===== src/rtl/priority_event_encoder_pkg.sv =====
// Shared encoder/decoder definitions: output-slot state encoding and lowest-set-bit search.
// Latency: none (types and a pure function only).
// Backpressure: not applicable.
package priority_event_encoder_pkg;

  // Widest request vector any library encoder is built for
  localparam int MAX_N = 32;

  // Output slot is either empty or holding an event for the consumer
  typedef enum logic {
    EMPTY = 1'b0,
    HOLD  = 1'b1
  } enc_state_t;

  // Index of the lowest set bit, 0 when the vector is all zero
  function automatic int lowest_set_index(input logic [MAX_N-1:0] vec);
    lowest_set_index = 0;
    for (int i = MAX_N - 1; i >= 0; i--) begin
      if (vec[i]) lowest_set_index = i;
    end
  endfunction

endpackage


===== src/rtl/priority_encoder_comb.sv =====
// Combinational N-to-W lowest-index encoder with a found flag.
// Latency: zero cycles, purely combinational.
// Backpressure: none; output follows the input vector every cycle.
module priority_encoder_comb
  import priority_event_encoder_pkg::*;
#(
  parameter int N = 8,
  localparam int W = $clog2(N)
) (
  input  logic [N-1:0] vec,
  output logic [W-1:0] idx,
  output logic         found
);

  logic [MAX_N-1:0] vec_ext;

  // Zero-extend to the package width and pick the lowest set index
  always_comb begin
    vec_ext        = '0;
    vec_ext[N-1:0] = vec;
    idx            = W'(lowest_set_index(vec_ext));
    found          = |vec;
  end

endmodule


===== src/rtl/priority_event_encoder.sv =====
// Sticky event capture with lowest-index-first emission through a one-entry output slot.
// Latency: one cycle from req to code/valid when the slot is free; one event per cycle sustained.
// Backpressure: valid && !ready freezes code/valid; new events accumulate in pending.
// Optional macro PRIORITY_EVENT_ENCODER_OVF_EN adds the sticky ovf lost-event flag.
module priority_event_encoder
  import priority_event_encoder_pkg::*;
#(
  parameter int N = 8,
  localparam int W = $clog2(N)
) (
  input  logic         clk,
  input  logic         rst_n,
  input  logic         en,
  input  logic [N-1:0] req,
  output logic [W-1:0] code,
  output logic         valid,
  input  logic         ready,
  output logic [N-1:0] pending
`ifdef PRIORITY_EVENT_ENCODER_OVF_EN
  ,
  output logic         ovf
`endif
);

  enc_state_t   state;
  enc_state_t   state_nxt;
  logic [N-1:0] req_en;
  logic [N-1:0] cand;
  logic [N-1:0] sel;
  logic [N-1:0] pending_nxt;
  logic [W-1:0] idx;
  logic         found;
  logic         slot_free;
  logic         load;

  assign req_en    = en ? req : '0;
  assign cand      = pending | req_en;
  assign slot_free = (state == EMPTY) || ready;
  assign load      = slot_free && found;
  assign sel       = load ? (N'(1) << idx) : '0;

  // A selected bit leaves pending; a re-request landing on an already
  // pending bit being emitted is a fresh event and keeps the bit set.
  // A request that is itself the selected candidate goes straight out.
  assign pending_nxt = (cand & ~sel) | (req_en & pending & sel);

  priority_encoder_comb #(.N(N)) u_enc (
    .vec   (cand),
    .idx   (idx),
    .found (found)
  );

  // State register
  always_ff @(posedge clk) begin
    if (!rst_n) state <= EMPTY;
    else        state <= state_nxt;
  end

  // Next state: fill on any candidate, drain on accept with nothing left
  always_comb begin
    state_nxt = state;
    case (state)
      EMPTY:   if (found) state_nxt = HOLD;
      HOLD:    if (ready && !found) state_nxt = EMPTY;
      default: state_nxt = EMPTY;
    endcase
  end

  // Output decode: slot occupancy is the registered state
  always_comb begin
    valid = (state == HOLD);
  end

  // Code and pending registers; code holds its value when nothing loads
  always_ff @(posedge clk) begin
    if (!rst_n) begin
      code    <= '0;
      pending <= '0;
    end else begin
      if (load) code <= idx;
      pending <= pending_nxt;
    end
  end

`ifdef PRIORITY_EVENT_ENCODER_OVF_EN
  // Sticky lost-event flag: request hits a pending bit that is not leaving
  always_ff @(posedge clk) begin
    if (!rst_n)                           ovf <= 1'b0;
    else if (|(req_en & pending & ~sel))  ovf <= 1'b1;
  end
`endif

endmodule


===== config.mk =====
export PLATFORM = sky130hd
export DESIGN_NAME = priority_event_encoder
export DESIGN_NICKNAME = d
export VERILOG_FILES = /design/src/rtl/priority_event_encoder_pkg.sv /design/src/rtl/priority_encoder_comb.sv /design/src/rtl/priority_event_encoder.sv
export SDC_FILE = /design/constraint.sdc
export NUM_CORES = 1
export LEC_CHECK = 0
export ABC_AREA = 1
export CORE_AREA = 5 5 46 48
export DETAILED_ROUTE_END_ITERATION = 8
export DIE_AREA = 0 0 51 53
export GPL_TIMING_DRIVEN = 0
export MAX_ROUTING_LAYER = met4
export PLACE_DENSITY = 0.79
export SETUP_SLACK_MARGIN = 0.3
export SYNTH_ARGS = -nofsm -noshare
export SYNTH_HDL_FRONTEND = slang
export SYNTH_SLANG_ARGS = --single-unit
export TNS_END_PERCENT = 10

===== constraint.sdc =====
create_clock -name clk -period 2.8 [get_ports clk]
set_input_delay 0.56 -clock clk [delete_from_list [all_inputs] [get_ports clk]]
set_output_delay 0.56 -clock clk [all_outputs]
set_load 0.005 [all_outputs]

==> results.md <==
- Status: finished clean
- Logic pwr share: about 33%
- Clock Path Buffers: 2
- Syn avg cell area: ~6.6 um2
- Antenna Nets Post-Route: 0
- Number of global-route vias before repair: 742
- Most common cell after layout, fill and taps aside: clkdlybuf4s50_1
- CTS buffer count: 3
- CTS sink count: 12
- Vias: approximately 760
- Initial core utilization: 44.72%
- Post-Syn Area: about 750 um2
- Dpl hpwl: around 1400 um
- Reg-to-reg setup timing slack: 1.46 ns
- Finish-stage setup viols: 0
- Slew @ Worst Pin: 0.2285 ns
- Clock latency on the worst-skew pair: 0.27 ns
- Via/cell ratio: slightly below 5
- Input/output buffers: 23
- Internal Pwr Total: between 0.3 and 0.4 mW
- R2r endpoint: pending[4]
- Crit-path cells: clkdlybuf4s50_1 -> buf_6 -> a21oi_1 -> nand2_1 -> nand2_1 -> nand2_1 -> nand2_1 -> nand2_1 -> nand2_1 -> nand2_1 -> nand3_1 -> nand2_1 -> inv_1
- Launch point of the critical path: en
- DRT Wirelength: approximately 1800 um
- Row count: 15
- Clk pwr share: 27.5%
- Final hold viol count: 0
- CP arrival: ~2.1 ns
- Nets@finish: roughly 150
- Syn nets: about 130
- Flops & latches, synth: 12
- Worst EP required: between 2 and 3 ns
- Max incr delay on CP: 0.51 ns
- DRC Markers: 0
- Initial antenna violation count: 0
- Synth Area in Compound Gates: between 9 and 10%
- Top delay family on crit path: buffers and inverters
- Commonest non-fill, non-tap cells in the layout: clkdlybuf4s50_1, nand2_1, inv_1
- CTS tree: done
- Hold Crit Endpoint: code[2]
- Critical Path Sink Type: flop
- Largest net degree at the start of global routing: 11
- Worst hold start: code[2]
- Switching part of the total power: between 30 and 40%
- Final Power: between 0.4 and 0.5 mW
- Hold buffers post-CTS: 0
- Synth Area in Simple Gates: about 46%
- First-pass GRT wire length: approximately 3000 um
- Largest family of logic cells by synthesized area: simple AND/OR/NAND/NOR gates
- Fmax: about 530 MHz
- Final core occ: about three fifths
- # fillers: roughly 160
- Worst IR drop on VDD: about 290 uV
- # resized after CTS: 0
- R2r worst-path depth: 12
- Pwr dens: between 400 and 500 nW/um2
- Die height: 53 um
- Sequential power share: between 30% and 40%
- Tightest Hold Check Type: reg2reg
- I/O pin count: 24
- Grt ovf: 0
- Synth area leaders: dfxtp_1, nand2_2, inv_1, nand2_1, nor2_1
- Register area share after synthesis: 32.16%
- Ant. Diodes: 0
- Number of flops mapped to enable cells by yosys: 0
- Type of origin of the critical path: input port
- Max-Cap Viols: 0
- Area occupied by multi-input gates: about 410 um2
- Synth top area share: between 30% and 40%
- H-Tree Level Count: 1
- P_sw: approximately 0.15 mW
- DRT Pass-1 Iters: 4
- RSZ-0062 raised after global routing: no
- Gp weighted congestion: approximately 0.85
- Die width: around 51 um
- Library cell with the largest summed area after synthesis: dfxtp_1
- Placeable core region: between 1500 and 2000 um2
- FF-to-FF Start: pending[7]
- Worst-path clk slew: roughly 0.080 ns
- Ratio of cells with drive above 1 in the final layout: approximately 21%
- Slowest cell on the critical path: clkdlybuf4s50_1
- Clock skew: 0.004001 ns
- Drt wl/cell: ~11 um
- Kind of critical path: in2reg
- Yosys warning count: 0
- Gate Count Post-Synth: approximately 110
- Setup TNS: 0 ns
- Slew HR: between 80% and 90%
- Final Max Tran Viols: 0
- Synth Area in Adders: 0%
- Die ar.: about 2700 um2
- Distinct cells, synth: 16
- Hold Path Depth: 2
- FF+latch area: 240.2 um2
- Iter 0 DRT Violations: 12
- Layout area overhead: 38.53%
- Min Tclk post-route: 1.896 ns
- Crit path buf inv count: 3
- Cell leakage power: around 0.5 nW
- Most used cell, CP: nand2_1
- Final period utilization: between 60 and 70%
- CP max FO: 10
- Root buffer cell: clkbuf_4
- Post-synthesis mux area share: 0%
- GR Util All Layers: between 10% and 20%
- Post-synthesis xor/xnor area fraction: 0%
- Most used DFF post-synth: dfxtp_1
- Post-CTS setup buffers: 0
- Post-synth ARST share: 0%
metal layers:
layer	global-route usage [%]	share of wire, %	vias up
li1	-	-	405
met3	2.817	5.5	2
met5	-	0	-
met4	4.036	0.40	0
met2	24.46	48	17
met1	16.95	46	339
sequential cells by signal, summed over array words and instances, names as in the netlist:
name and cells:
code 3, valid 1, pending 8
synth_stat cells (2+ instances only):
cell type and instances:
nor2_2 4, nor2_4 3, nand4_1 2, nand2_4 2
dfxtp_1 12, nor3_1 4, nand2_2 14, nor2_1 13
a31oi_1 3, nand2_1 21, a21oi_1 7, nand3_1 3
o21ai_1 3, inv_1 21
power by group through the flow:
stage               combinational (mW)  sequential (mW)  clock (mW)
CTS                              0.165            0.194       0.139
global placement                 0.161            0.197           0
finish                           0.165            0.194       0.136
detailed placement               0.164            0.198           0
global route                     0.182            0.196       0.151
floorplan                       0.0973            0.199           0
kinds of logic (layout without fill, tap and decap cells):
logic type             count (synthesis)  in the layout
AOI/OAI and AO/OA                     13             13
buffers and inverters                 23             50
DFF                                   12             12
and+or+nand+nor                       66             66
worst max path at each step:
stage,cells past startpoint,endpoint
after floorplan,11,pending[4]
after global placement,13,pending[4]
final,13,pending[4]
after global routing,13,pending[4]
after CTS,13,pending[4]
after detailed placement,13,pending[4]
layout make-up:
type                    instances  area share, %
clock buffers                   4          3.507
flip-flops and latches         12          23.22
well taps                      17          2.056
inverters                      22          7.981
multi-input cells              79          39.90
repair buffers                 23          22.25
plain buffers                   1          1.088
tightest hold or removal path, stage by stage, from the launching register on:
cell and delay (ns):
dfxtp_1 0.32, nand2_1 0.07, a21oi_1 0.06
through the flow:
step,hold slack (ns),cell area (um2),instances,setup slack (ns)
2_1_floorplan,0.4603,747.0,114,1.306
3_3_place_gp,0.4671,998.5,154,0.6672
3_5_place_dp,0.4758,998.5,154,0.6314
4_1_cts,0.4935,1035,158,0.9084
5_1_grt,0.5273,1035,158,0.7953
6_report,0.4931,1035,158,0.9041
Note: power is estimated with default switching activity, not from simulation.
